## src/rtl/vec_mem_pkg.sv

```systemverilog
// Shared types and default geometry for the image vector loader.
// One memory word carries NUM_LANES lanes, and each valid pixel sits zero-extended in the low PIX_W bits of a lane.
package vec_mem_pkg;

    localparam int DEF_IMAGE_WIDTH  = 96;
    localparam int DEF_IMAGE_HEIGHT = 96;
    localparam int DEF_PIX_PER_VEC  = 8;

    localparam int NUM_LANES = 16;
    localparam int LANE_W    = 16;
    localparam int PIX_W     = 8;
    localparam int ADDR_W    = 16;
    localparam int IDX_W     = 11;

    typedef logic [NUM_LANES-1:0][LANE_W-1:0] vec_t;

    typedef enum logic [1:0] {
        ST_IDLE  = 2'd0,
        ST_ISSUE = 2'd1,
        ST_HOLD  = 2'd2,
        ST_DONE  = 2'd3
    } state_t;

endpackage

```

## src/rtl/vec_addr_gen.sv

```systemverilog
// Pixel address and vector-count generator for the image loader.
// The address wraps modulo 2^ADDR_W, and o_last flags the final vector of the image.
module vec_addr_gen
    import vec_mem_pkg::*;
#(
    parameter int STEP    = DEF_PIX_PER_VEC,
    parameter int NUM_VEC = DEF_IMAGE_WIDTH * DEF_IMAGE_HEIGHT / DEF_PIX_PER_VEC
) (
    input  logic              CLK,
    input  logic              RST,
    input  logic              i_load,
    input  logic [ADDR_W-1:0] i_base,
    input  logic              i_advance,
    output logic [ADDR_W-1:0] o_addr,
    output logic [IDX_W-1:0]  o_count,
    output logic              o_last
);

    localparam logic [IDX_W-1:0]  LAST_CNT  = IDX_W'(NUM_VEC - 1);
    localparam logic [ADDR_W-1:0] ADDR_STEP = ADDR_W'(STEP);

    logic [ADDR_W-1:0] r_addr;
    logic [IDX_W-1:0]  r_count;

    always_ff @(posedge CLK) begin
        if (RST) begin
            r_addr  <= '0;
            r_count <= '0;
        end else if (i_load) begin
            r_addr  <= i_base;
            r_count <= '0;
        end else if (i_advance) begin
            r_addr  <= r_addr + ADDR_STEP;
            r_count <= r_count + IDX_W'(1);
        end
    end

    assign o_addr  = r_addr;
    assign o_count = r_count;
    assign o_last  = (r_count == LAST_CNT);

endmodule

```

## src/rtl/image_stream_loader.sv

```systemverilog
// Streams one image from pixel memory as a sequence of masked vectors using a valid/ready handshake.
// Each vector takes one cycle to fetch and is then held until the consumer accepts it.
//
// state    | meaning
// ---------+--------------------------------------------------
// ST_IDLE  | waiting for start
// ST_ISSUE | mem_addr valid, capture mem_rd at the next edge
// ST_HOLD  | vec_data presented, wait for vec_ready
// ST_DONE  | single-cycle done pulse
module image_stream_loader
    import vec_mem_pkg::*;
#(
    parameter int IMAGE_WIDTH  = DEF_IMAGE_WIDTH,
    parameter int IMAGE_HEIGHT = DEF_IMAGE_HEIGHT,
    parameter int PIX_PER_VEC  = DEF_PIX_PER_VEC
) (
    input  logic                             CLK,
    input  logic                             RST,
    input  logic                             start,
    input  logic [ADDR_W-1:0]                base_addr,
    output logic [ADDR_W-1:0]                mem_addr,
    input  logic [NUM_LANES-1:0][LANE_W-1:0] mem_rd,
    output logic [NUM_LANES-1:0][LANE_W-1:0] vec_data,
    output logic                             vec_valid,
    input  logic                             vec_ready,
    output logic [IDX_W-1:0]                 vec_index,
    output logic                             busy,
    output logic                             done
);

    localparam int NUM_VEC = IMAGE_WIDTH * IMAGE_HEIGHT / PIX_PER_VEC;

    state_t           r_state;
    state_t           w_next;
    logic             w_load;
    logic             w_capture;
    logic             w_accept;
    logic             w_advance;
    logic             w_last;
    logic [IDX_W-1:0] w_count;
    vec_t             w_masked;
    vec_t             r_vec_data;
    logic             r_vec_valid;
    logic [IDX_W-1:0] r_vec_index;
    logic             w_unused_rd;

    vec_addr_gen #(
        .STEP    (PIX_PER_VEC),
        .NUM_VEC (NUM_VEC)
    ) u_addr_gen (
        .CLK       (CLK),
        .RST       (RST),
        .i_load    (w_load),
        .i_base    (base_addr),
        .i_advance (w_advance),
        .o_addr    (mem_addr),
        .o_count   (w_count),
        .o_last    (w_last)
    );

    always_comb begin
        w_next    = r_state;
        w_load    = 1'b0;
        w_capture = 1'b0;
        w_accept  = 1'b0;
        w_advance = 1'b0;
        case (r_state)
            ST_IDLE: begin
                if (start) begin
                    w_load = 1'b1;
                    w_next = ST_ISSUE;
                end
            end
            ST_ISSUE: begin
                w_capture = 1'b1;
                w_next    = ST_HOLD;
            end
            ST_HOLD: begin
                if (vec_ready) begin
                    w_accept = 1'b1;
                    if (w_last) begin
                        w_next = ST_DONE;
                    end else begin
                        w_advance = 1'b1;
                        w_next    = ST_ISSUE;
                    end
                end
            end
            ST_DONE: w_next = ST_IDLE;
            default: w_next = ST_IDLE;
        endcase
    end

    // Only the low pixel byte of the first PIX_PER_VEC lanes is meaningful.
    always_comb begin
        w_masked = '0;
        for (int i = 0; i < PIX_PER_VEC; i++) begin
            w_masked[i][PIX_W-1:0] = mem_rd[i][PIX_W-1:0];
        end
    end

    assign w_unused_rd = ^mem_rd;

    always_ff @(posedge CLK) begin
        if (RST) begin
            r_state     <= ST_IDLE;
            r_vec_data  <= '0;
            r_vec_valid <= 1'b0;
            r_vec_index <= '0;
        end else begin
            r_state <= w_next;
            if (w_capture) begin
                r_vec_data  <= w_masked;
                r_vec_valid <= 1'b1;
                r_vec_index <= w_count;
            end else if (w_accept) begin
                r_vec_valid <= 1'b0;
            end
        end
    end

    assign vec_data  = r_vec_data;
    assign vec_valid = r_vec_valid;
    assign vec_index = r_vec_index;
    assign busy      = (r_state != ST_IDLE);
    assign done      = (r_state == ST_DONE);

endmodule
```

## config.mk

```make
export PLATFORM = sky130hd
export DESIGN_NAME = image_stream_loader
export DESIGN_NICKNAME = d
export VERILOG_FILES = /design/src/rtl/vec_mem_pkg.sv /design/src/rtl/vec_addr_gen.sv /design/src/rtl/image_stream_loader.sv
export SDC_FILE = /design/constraint.sdc
export NUM_CORES = 1
export LEC_CHECK = 0
export BUFFER_PORTS_ARGS = -buffer_cell sky130_fd_sc_hd__buf_2
export CORE_AREA = 4 4 217 219
export CTS_BUF_LIST = sky130_fd_sc_hd__clkbuf_4
export CTS_CLUSTER_DIAMETER = 60
export CTS_CLUSTER_SIZE = 12
export DETAILED_ROUTE_END_ITERATION = 16
export DIE_AREA = 0 0 221 223
export PLACE_DENSITY_LB_ADDON = 0.1
export SLEW_MARGIN = 20
export SYNTH_ARGS = -nofsm -noshare
export SYNTH_HDL_FRONTEND = slang
export SYNTH_SLANG_ARGS = --single-unit
```

## constraint.sdc

```tcl
create_clock -name CLK -period 1.86 [get_ports CLK]
set_clock_uncertainty 0.1 [all_clocks]
set_input_delay 0.279 -clock CLK [delete_from_list [all_inputs] [get_ports CLK]]
set_output_delay 0.279 -clock CLK [all_outputs]
set_load 0.02 [all_outputs]
```

; After elaboration in Yosys (flattened, before gate mapping)
; Cells that the tools add are included.
[totals]
mem_bits_rw = 0
out_inout_bits = 286
memories = 0
inputBits = 276
regBits = 105
elab_cells = 43
romBits = 0
latch_bits = 0
[classes]
mul = 0
n_bitwise = 0
n_eq_ne = 6
reduce_logical = 6
div = 0
n_addsub = 2
magnitude_cmp = 0
muxes = 16
n_shift = 0
[ops]
columns = op, n
row1 = 2-to-1 mux 16 bit, 2
row2 = "adder 16 x 4 -> 16 bit, second input constant", 1
row3 = "adder 11 x 1 -> 11 bit, second input constant", 1
row4 = "equality test 11 bit, second input constant", 1
row5 = 2-to-1 mux 1 bit, 10
row6 = one-hot mux 2 bit (4 select lines), 1
row7 = 2-to-1 mux 2 bit, 3
row8 = nonzero test 2 bit, 3
row9 = "equality test 2 bit, second input constant", 2
row10 = "!= test 2 bit, second input constant", 2
row11 = "equality test 2 x 1 -> 1 bit, second input constant", 1
row12 = logical NOT 2 bit, 1
row13 = AND reduction 2 bit, 1
row14 = OR reduction 2 bit, 1

; Depth between registers and ports, before layout
; Gate-level depths: netlist of the first run.
[logic_depth]
word_depth = 6
ltp_mapped = 7
ltp_nobuf = 5

; Hierarchy
; From an unflattened synthesis of the first run, not the netlist that was laid out.
[hier_totals]
cells_unflattened = 684
area_unflattened_um2 = 5456.5
[by_module_without_submodules]
columns = module, cells_per_inst, n_inst, area_each_um2, seq_area_each_um2
row1 = image_stream_loader, 537, 1, 4156.5, 1561.5
row2 = vec_addr_gen, 147, 1, 1300.0, 540.5

; Worst setup path before layout of the first run
; Ideal clock, no wire load.
[synth_path]
kind = register -> register
startpoint = register u_addr_gen.r_count[7] (netlist: u_addr_gen.o_count[7])
endpoint = register u_addr_gen.r_addr[15] (netlist: u_addr_gen.o_addr[15])
path_stages_with_launch = 6
path_buffers = 1
path_slack_ns = -0.191
required_time_ns = 1.657
arrival_time_ns = 1.848
synth_period_minus_slack_ns = 2.051
setup_ns = 0.103
cell_sequence = dfxtp_1 -> or4b_4 -> nor4_4 -> buf_6 -> nor4_1 -> a2111oi_2
[synth_between]
elab_chain_cells = 5
[synth_lines]
columns = item, line_no
row1 = start: declaration, vec_addr_gen.sv:23  ; logic [IDX_W-1:0] r_count;
row2 = start signal: assignment, vec_addr_gen.sv:34  ; r_count <= r_count + IDX_W'(1);
row3 = equality test 11 bit, vec_addr_gen.sv:40  ; assign o_last = (r_count == LAST_CNT);
row4 = 2-to-1 mux 1 bit, image_stream_loader.sv:81  ; if (w_last) begin
row5 = 2-to-1 mux 1 bit, image_stream_loader.sv:79  ; if (vec_ready) begin
row6 = 2-to-1 mux 1 bit, image_stream_loader.sv:67  ; case (r_state)
row7 = nonzero test 2 bit (no source line), -
row8 = end signal: assignment, vec_addr_gen.sv:30  ; r_addr <= i_base;
row9 = end signal: assignment, vec_addr_gen.sv:33  ; r_addr <= r_addr + ADDR_STEP;
row10 = end: declaration, vec_addr_gen.sv:22  ; logic [ADDR_W-1:0] r_addr;
; No other way between the ends.
; A chain may end at the register's enable or synchronous reset.

; Final worst setup path of the first run
[layout_path]
startpoint = register u_addr_gen.r_count[8] (netlist: u_addr_gen.o_count[8])
endpoint = register r_state[1]
[layout_between]
elab_chain_cells = 4
[layout_lines]
columns = item, line_no
row1 = equality test 11 bit, vec_addr_gen.sv:40
row2 = 2-to-1 mux 2 bit, image_stream_loader.sv:81
row3 = 2-to-1 mux 2 bit, image_stream_loader.sv:79
row4 = one-hot mux 2 bit (4 select lines), image_stream_loader.sv:67
row5 = end signal: assignment, image_stream_loader.sv:111  ; r_state <= w_next;
row6 = end: declaration, image_stream_loader.sv:33  ; state_t r_state;
; No other way between the ends. The select of a mux whose other input is x is not followed.

==> results.py, run 1 <==
metrics = {
    "logic_synthesis": {
        "ys_warn_count": 0,
        "postSynthCellCount": 709,
        "netlist_area_um2": 5580,
        "ys.flop_type": "dfxtp_1",
        "async_flop_share_pct": 0,
        "syn_avg_cell_area_um2": 7.88,
        "yosys-top-cells-count": "193 x buf_4, 165 x nand2_1, 105 x dfxtp_1, 87 x a21oi_1, 30 x clkbuf_1",
        "synthAdderAreaFrac_pct": 0.448,
        "synth_simple_gate_area_share_pct": 19.2,
        "synth_top_family_by_area": "buffers and inverters",
        "yosysSeqAreaShare_pct": 37.6,
        "synth.distinct_cells": 45,
        "synth.area.top_cells": "dfxtp_1 38%, buf_4 26%, nand2_1 11%",
        "yosys.area.top_type_share_pct": 37.6,
        "synth_edf_count": 0,
        "synth.area.mux_share_pct": 0.359,
        "ys_ff_latch": 105,
        "yosysTopAreaCell": "dfxtp_1",
        "synth_most_common_cell": "buf_4",
        "synth_compound_area_share_pct": 12.9,
        "synth_xor_area_share_pct": 0.314,
    },
    "power_and_ir_drop": {
        "swShare_pct": 35.7,
        "fin_total_pwr_w": 0.00541,
        "combPwrFrac_pct": 24.8,
        "vdd_drop_max_v": 0.000225,
        "seq_power_share_pct": 44.8,
        "p_clk_share_pct": 30.4,
        "powerDensity_nw_per_um2": 658,
        "intPower_w": 0.00348,
        "p_sw_w": 0.00193,
        "leakage_nw": 3.59,
    },
    "status": {
        "outcome": "complete, but fails checks",
        "violations": "setup timing",
    },
    "sta": {
        "fin_crit_sh_pct": 110,
        "slew_violations": 0,
        "timing.final.ws_setup_ps": -183,
        "grt_setup_unrepaired": "yes",
        "setup-violations-final": 21,
        "fmax_ghz": 0.489,
        "period_needed_ps": 2040,
        "hold_viol_final": 0,
    },
    "floorplanning": {
        "die_x_um": 221,
        "start_util_pct": 12.4,
        "coreArea_um2": 45100,
        "ios": 562,
        "fp-row-count": 78,
        "die_area_um2": 49300,
        "dieHeight_um": 223,
    },
    "global_route": {
        "use_met3_pct": 3.03,
        "met1_usage_pct": 10.1,
        "grt_antenna_before_repair": 2,
        "grt_pass1_wl_um": 31500,
        "grt.busiest_layer": "met2",
        "grt_usage_pct": 8.29,
        "grt_max_degree": 55,
        "grt_use_met2_pct": 13.8,
        "gr-total-overflow": 0,
        "grt_pass1_vias": 5081,
    },
    "clock_tree": {
        "insertion_delay_ps": 590,
        "htreeDepth": 3,
        "cts.sink_count": 105,
        "cts-root-buf": "clkbuf_4",
        "cts.clk_slew.worst_paths_ps": 190,
        "cts_tree": "yes",
        "numCtsBuffers": 9,
        "cts_buffer_depth": 2,
    },
    "cells_and_area": {
        "utilization_pct": 18.2,
        "nets": 1282,
        "fin_cells": 1611,
        "drive_gt1_share_pct": 30.0,
        "area_growth_syn_to_layout_pct": 47.3,
    },
    "worst_setup_path": {
        "critical_path_required_ps": 2280,
        "setup.worst_path.end_class": "flop",
        "startpoint_type": "flop",
        "ff2ff_setup_slack_ps": -180,
        "crit_type": "reg2reg",
        "worst-path-max-fanout": 5,
        "worst_ep_arrival_time_ps": 2460,
    },
    "routing": {
        "routedWlPerCell_um": 13.1,
        "vias": 5243,
        "routed_wl_um": 21200,
        "avgViaCountPerCell": 3.25,
        "drt_iter0_drc": 179,
        "ant_nets": 0,
        "dr.pass1.iters": 4,
        "drcViolationCount": 0,
    },
    "worst_hold_path": {
        "min_path_type": "in2reg",
    },
    "place": {
        "dp_hpwl_um": 15100,
        "gp_congestion": 0.669,
        "dp.cells": 1499,
        "port_buffers": 177,
    },
    "flow_run": {
        "drv_cap": 0,
    },
}
-- cell type report --
| cell class | count | area (um^2) |
|---|---|---|
| Inverter | 3 | 11.3 |
| Antenna cell | 2 | 5.00 |
| Multi-Input combinational cell | 561 | 2790 |
| Fill cell | 5168 | 36900 |
| Clock inverter | 7 | 119 |
| Timing Repair Buffer | 324 | 2360 |
| Sequential cell | 105 | 2110 |
| Clock buffer | 9 | 67.6 |
| Tap cell | 600 | 751 |
-- layout by cell type (no fill, tap or decap), types with 3 or more instances in the layout --
cell type      synthesis  final
a21oi_1               87     86
a311oi_1              10      3
a311oi_2               0      7
buf_12                 0      7
buf_2                  2    174
buf_4                193     50
buf_6                  1      6
bufinv_16              0      3
clkbuf_4               0      9
conb_1                 1    192
dfxtp_1              105     98
dfxtp_2                0      7
dlygate4sd3_1          0     84
inv_1                  3      3
nand2_1              165    163
nand3_1               10     10
nand4_1                6      6
nor2_1                19     19
nor3_1                 4      4
nor4_1                 4      3
o21ai_2                0      3
o31ai_1               10      4
o31ai_2                0      4
or3_1                  5      4
or4_1                 10      5
or4_4                  1      6
-- worst paths after layout --
path,start,endpoint,cells past startpoint
worst max-delay path,u_addr_gen.o_count[8],r_state[1],4
worst min-delay path,mem_rd[83],vec_data[83],4
worst max register to register,u_addr_gen.o_count[8],r_state[1],4
worst min register to register,vec_data[51],vec_data[51],2
-- worst max-delay path, stage by stage (launching register included) --
cell,delay [ps]
dfxtp_2,370
or4b_4,560
or4_4,550
a211o_1,290
a21oi_1,120
-- kinds of logic (layout without fill, tap and decap cells) --
family | after synthesis | count (layout)
XOR/XNOR | 2 | 2
buffers and inverters | 234 | 343
adder cells (fa/ha/maj) | 2 | 2
other | 1 | 194
flip-flops | 105 | 105
multiplexers | 2 | 2
AND/OR/NAND/NOR | 239 | 239
AO/OA/AOI/OAI | 124 | 124
-- state kept, by name, indices dropped and copies added, names as in the netlist --
| signal | flops |
|---|---|
| vec_data | 64 |
| u_addr_gen.o_addr | 16 |
| u_addr_gen.o_count | 11 |
| vec_index | 11 |
| r_state | 2 |
| vec_valid | 1 |
-- metrics by stage --
| stage | worst slack, ps | hold slack, ps | area (um^2) | setup TNS (ps) |
|---|---|---|---|---|
| after global routing | -228 | 254 | 8220 | -4120 |
| after global placement | -241 | 340 | 6810 | -3480 |
| final | -183 | 352 | 8220 | -2390 |
| after detailed placement | -215 | 344 | 6810 | -2990 |
| after floorplan | -176 | 315 | 6310 | -2710 |
| after CTS | -229 | 235 | 8100 | -3720 |
-- repair_timing --
item,CTS,global route
setup endpoints to repair,24,24
pin swaps,17,15
gates resized for setup,30,27
hold buffers,84,0
cloned,3,0
endpoints found under the hold margin,87,0
setup buffers,5,4
-- routing by layer --
layer,share of wire [%],wire (um),vias to the layer above
met5,0,0,-
met4,1.8,371,0
met3,7.7,1640,21
met2,47,10000,225
li1,-,-,2559
met1,43,9150,2438
-- power by group through the flow --
stage                     sequential (W)  clock [W]  combinational (W)
after detailed placement         0.00247          0            0.00118
final                            0.00242    0.00164            0.00134
after floorplan                  0.00260          0           0.000916
after global placement           0.00247          0            0.00118
after global routing             0.00244    0.00187            0.00147
after CTS                        0.00242    0.00181            0.00134
(Power assumes the default switching activity.)
==> inputs of run 2 (changes only) <==
--- a/config.mk
+++ b/config.mk
@@ -5,11 +5,11 @@
 export SDC_FILE = /design/constraint.sdc
 export NUM_CORES = 1
 export LEC_CHECK = 0
-export BUFFER_PORTS_ARGS = -buffer_cell sky130_fd_sc_hd__buf_2
+export BUFFER_PORTS_ARGS = -buffer_cell sky130_fd_sc_hd__buf_4
 export CORE_AREA = 4 4 217 219
 export CTS_BUF_LIST = sky130_fd_sc_hd__clkbuf_4
 export CTS_CLUSTER_DIAMETER = 60
-export CTS_CLUSTER_SIZE = 12
+export CTS_CLUSTER_SIZE = 24
 export DETAILED_ROUTE_END_ITERATION = 16
 export DIE_AREA = 0 0 221 223
 export PLACE_DENSITY_LB_ADDON = 0.1
==> run 2 against run 1 <==
  * The flow still finishes with violations (setup timing)
  * First-iteration DRC count is 11% lower
  * Die area did not move
  * Register-to-register slack about the same
  * Sequential share of layout area fell by 0.99 points
  * Combinational power up 8%
  * Critical path depth unchanged
  * Count of clock-buffer cells in the layout did not move
  * Total power decreased by 1.8%
  * Sequential power barely moved
  * Setup slack better by 8.2 ps
  * Fmax up 0.40%
  * Highest routed layer unchanged
==> results.py, run 2 (same netlist as run 1, synthesis figures left out) <==
metrics = {
    "sta": {
        "period_needed_ps": 2030,
        "fmax_ghz": 0.491,
        "grt_setup_unrepaired": "yes",
        "slew_violations": 0,
        "whs_ps": 366,
        "timing.final.ws_setup_ps": -175,
        "hold_viol_final": 0,
        "fin_crit_sh_pct": 109,
        "setup-violations-final": 22,
    },
    "cells_and_area": {
        "mostFrequentLayoutCells": "219 x buf_4, 192 x conb_1, 163 x nand2_1, 98 x dfxtp_1, 86 x a21oi_1",
        "largest_register_ffs": 64,
        "fill_cells": 5118,
        "drive_gt1_share_pct": 29.2,
        "final_common_cell": "buf_4",
        "fin_cells": 1611,
        "area_growth_syn_to_layout_pct": 53.2,
        "nets": 1280,
    },
    "clock_tree": {
        "htreeDepth": 3,
        "numCtsBuffers": 9,
        "cts_tree": "yes",
        "cts.clk_slew.worst_paths_ps": 180,
        "cts.sink_count": 105,
        "cts-root-buf": "clkbuf_4",
        "cts_buffer_depth": 2,
        "insertion_delay_ps": 570,
    },
    "routing": {
        "avgViaCountPerCell": 3.25,
        "vias": 5241,
        "routedWlPerCell_um": 13.1,
        "drcViolationCount": 0,
        "routed_wl_um": 21100,
        "ant_nets": 0,
        "drt_iter0_drc": 160,
        "dr.pass1.iters": 4,
    },
    "worst_setup_path": {
        "slowest_stage": "or4b_4",
        "crit_type": "reg2reg",
        "rr_worst_depth": 4,
        "worst_ep_arrival_time_ps": 2450,
        "ff2ff_setup_slack_ps": -170,
        "crit_buf_inv": 0,
        "startpoint_type": "flop",
        "rr_endpoint": "r_state[1]",
        "critical_path_required_ps": 2280,
        "cp_cell_sequence": "or4b_4 -> or4_4 -> a211o_1 -> a21oi_1",
        "setup.worst_path.end_class": "flop",
        "max_stage_delay_ps": 560,
        "r2r_start": "u_addr_gen.o_count[8]",
        "worst-path-max-fanout": 5,
        "startpoint": "u_addr_gen.o_count[8]",
        "crit_family": "simple AND/OR/NAND/NOR gates",
    },
    "status": {
        "outcome": "complete, but fails checks",
        "violations": "setup timing",
    },
    "floorplanning": {
        "ios": 562,
        "die_x_um": 221,
        "die_area_um2": 49300,
        "dieHeight_um": 223,
        "coreArea_um2": 45100,
        "start_util_pct": 12.4,
        "fp-row-count": 78,
    },
    "place": {
        "port_buffers": 177,
        "gp_congestion": 0.667,
        "dp.cells": 1494,
        "dp_hpwl_um": 15000,
    },
    "worst_hold_path": {
        "min_path_cells": 2,
        "hold_path.startpoint": "vec_data[36]",
        "min_path_type": "reg2reg",
        "hold_end": "vec_data[36]",
    },
    "global_route": {
        "grt_max_degree": 56,
        "grt_usage_pct": 8.18,
        "gr-total-overflow": 0,
        "grt_pass1_wl_um": 31200,
        "grt_antenna_before_repair": 4,
        "grt_pass1_vias": 5145,
    },
    "power_and_ir_drop": {
        "vdd_drop_max_v": 0.000223,
        "leakage_nw": 3.63,
        "powerDensity_nw_per_um2": 621,
    },
    "flow_run": {
        "drv_cap": 0,
    },
}
[run 2: metal layers]
layer,up-vias,routed length [um],track usage [%]
met1,2433,8840,9.61
li1,2562,-,-
met3,20,1620,3.03
met4,0,458,2.68
met2,226,10200,13.9
met5,-,0,0
[run 2: layout make-up]
| type | instances | area [um^2] | share of cell area [%] |
|---|---|---|---|
| antenna | 4 | 10.0 | 0.117 |
| clock buffer | 9 | 67.6 | 0.790 |
| clock inverter | 7 | 85.1 | 0.995 |
| inverter | 3 | 11.3 | 0.132 |
| multi-input combinational | 561 | 2740 | 32.1 |
| sequential | 105 | 2110 | 24.7 |
| tap | 600 | 751 | 8.78 |
| timing repair buffer | 322 | 2780 | 32.5 |
[run 2: how the worst max path moves through the flow]
stage                                 end  slack [ps]  cells after the start
floorplan           u_addr_gen.o_addr[15]        -180                      5
detailed placement   u_addr_gen.o_addr[5]        -230                      4
global route        u_addr_gen.o_addr[15]        -240                      8
global placement     u_addr_gen.o_addr[8]        -230                      5
finish                         r_state[1]        -170                      4
CTS                            r_state[1]        -220                      4
[run 2: repair_timing]
item | CTS | global route
setup endpoints to repair | 24 | 25
resized for setup | 26 | 22
gates cloned | 2 | 0
pin swaps | 18 | 21
hold endpoints to repair | 84 | 0
hold buffers | 84 | 0
setup buffers | 5 | 9
[run 2: tightest hold or removal path, cell delays in order (launching register included)]
cell	delay [ps]
dfxtp_1	340
nand2_1	50
a21oi_1	50
[run 2: per-stage QoR]
| step | power [W] | util [%] | setup TNS, ps | setup slack, ps | instance area, um^2 |
|---|---|---|---|---|---|
| floorplan | 0.00352 | - | -2710 | -176 | 6310 |
| global placement | 0.00376 | 16.0 | -3370 | -231 | 7220 |
| detailed placement | 0.00375 | 16.0 | -3310 | -231 | 7220 |
| CTS | 0.00549 | 18.6 | -2680 | -217 | 8410 |
| global route | 0.00567 | 19.0 | -3960 | -238 | 8550 |
| finish | 0.00531 | 19.0 | -1970 | -175 | 8550 |
[run 2: where the power goes]
| group | internal, W | switching (W) |
|---|---|---|
| Sequential | 0.00236 | 0.0000641 |
| Combinational | 0.000542 | 0.000910 |
| Clock | 0.000530 | 0.000907 |
| Total | 0.00343 | 0.00188 |
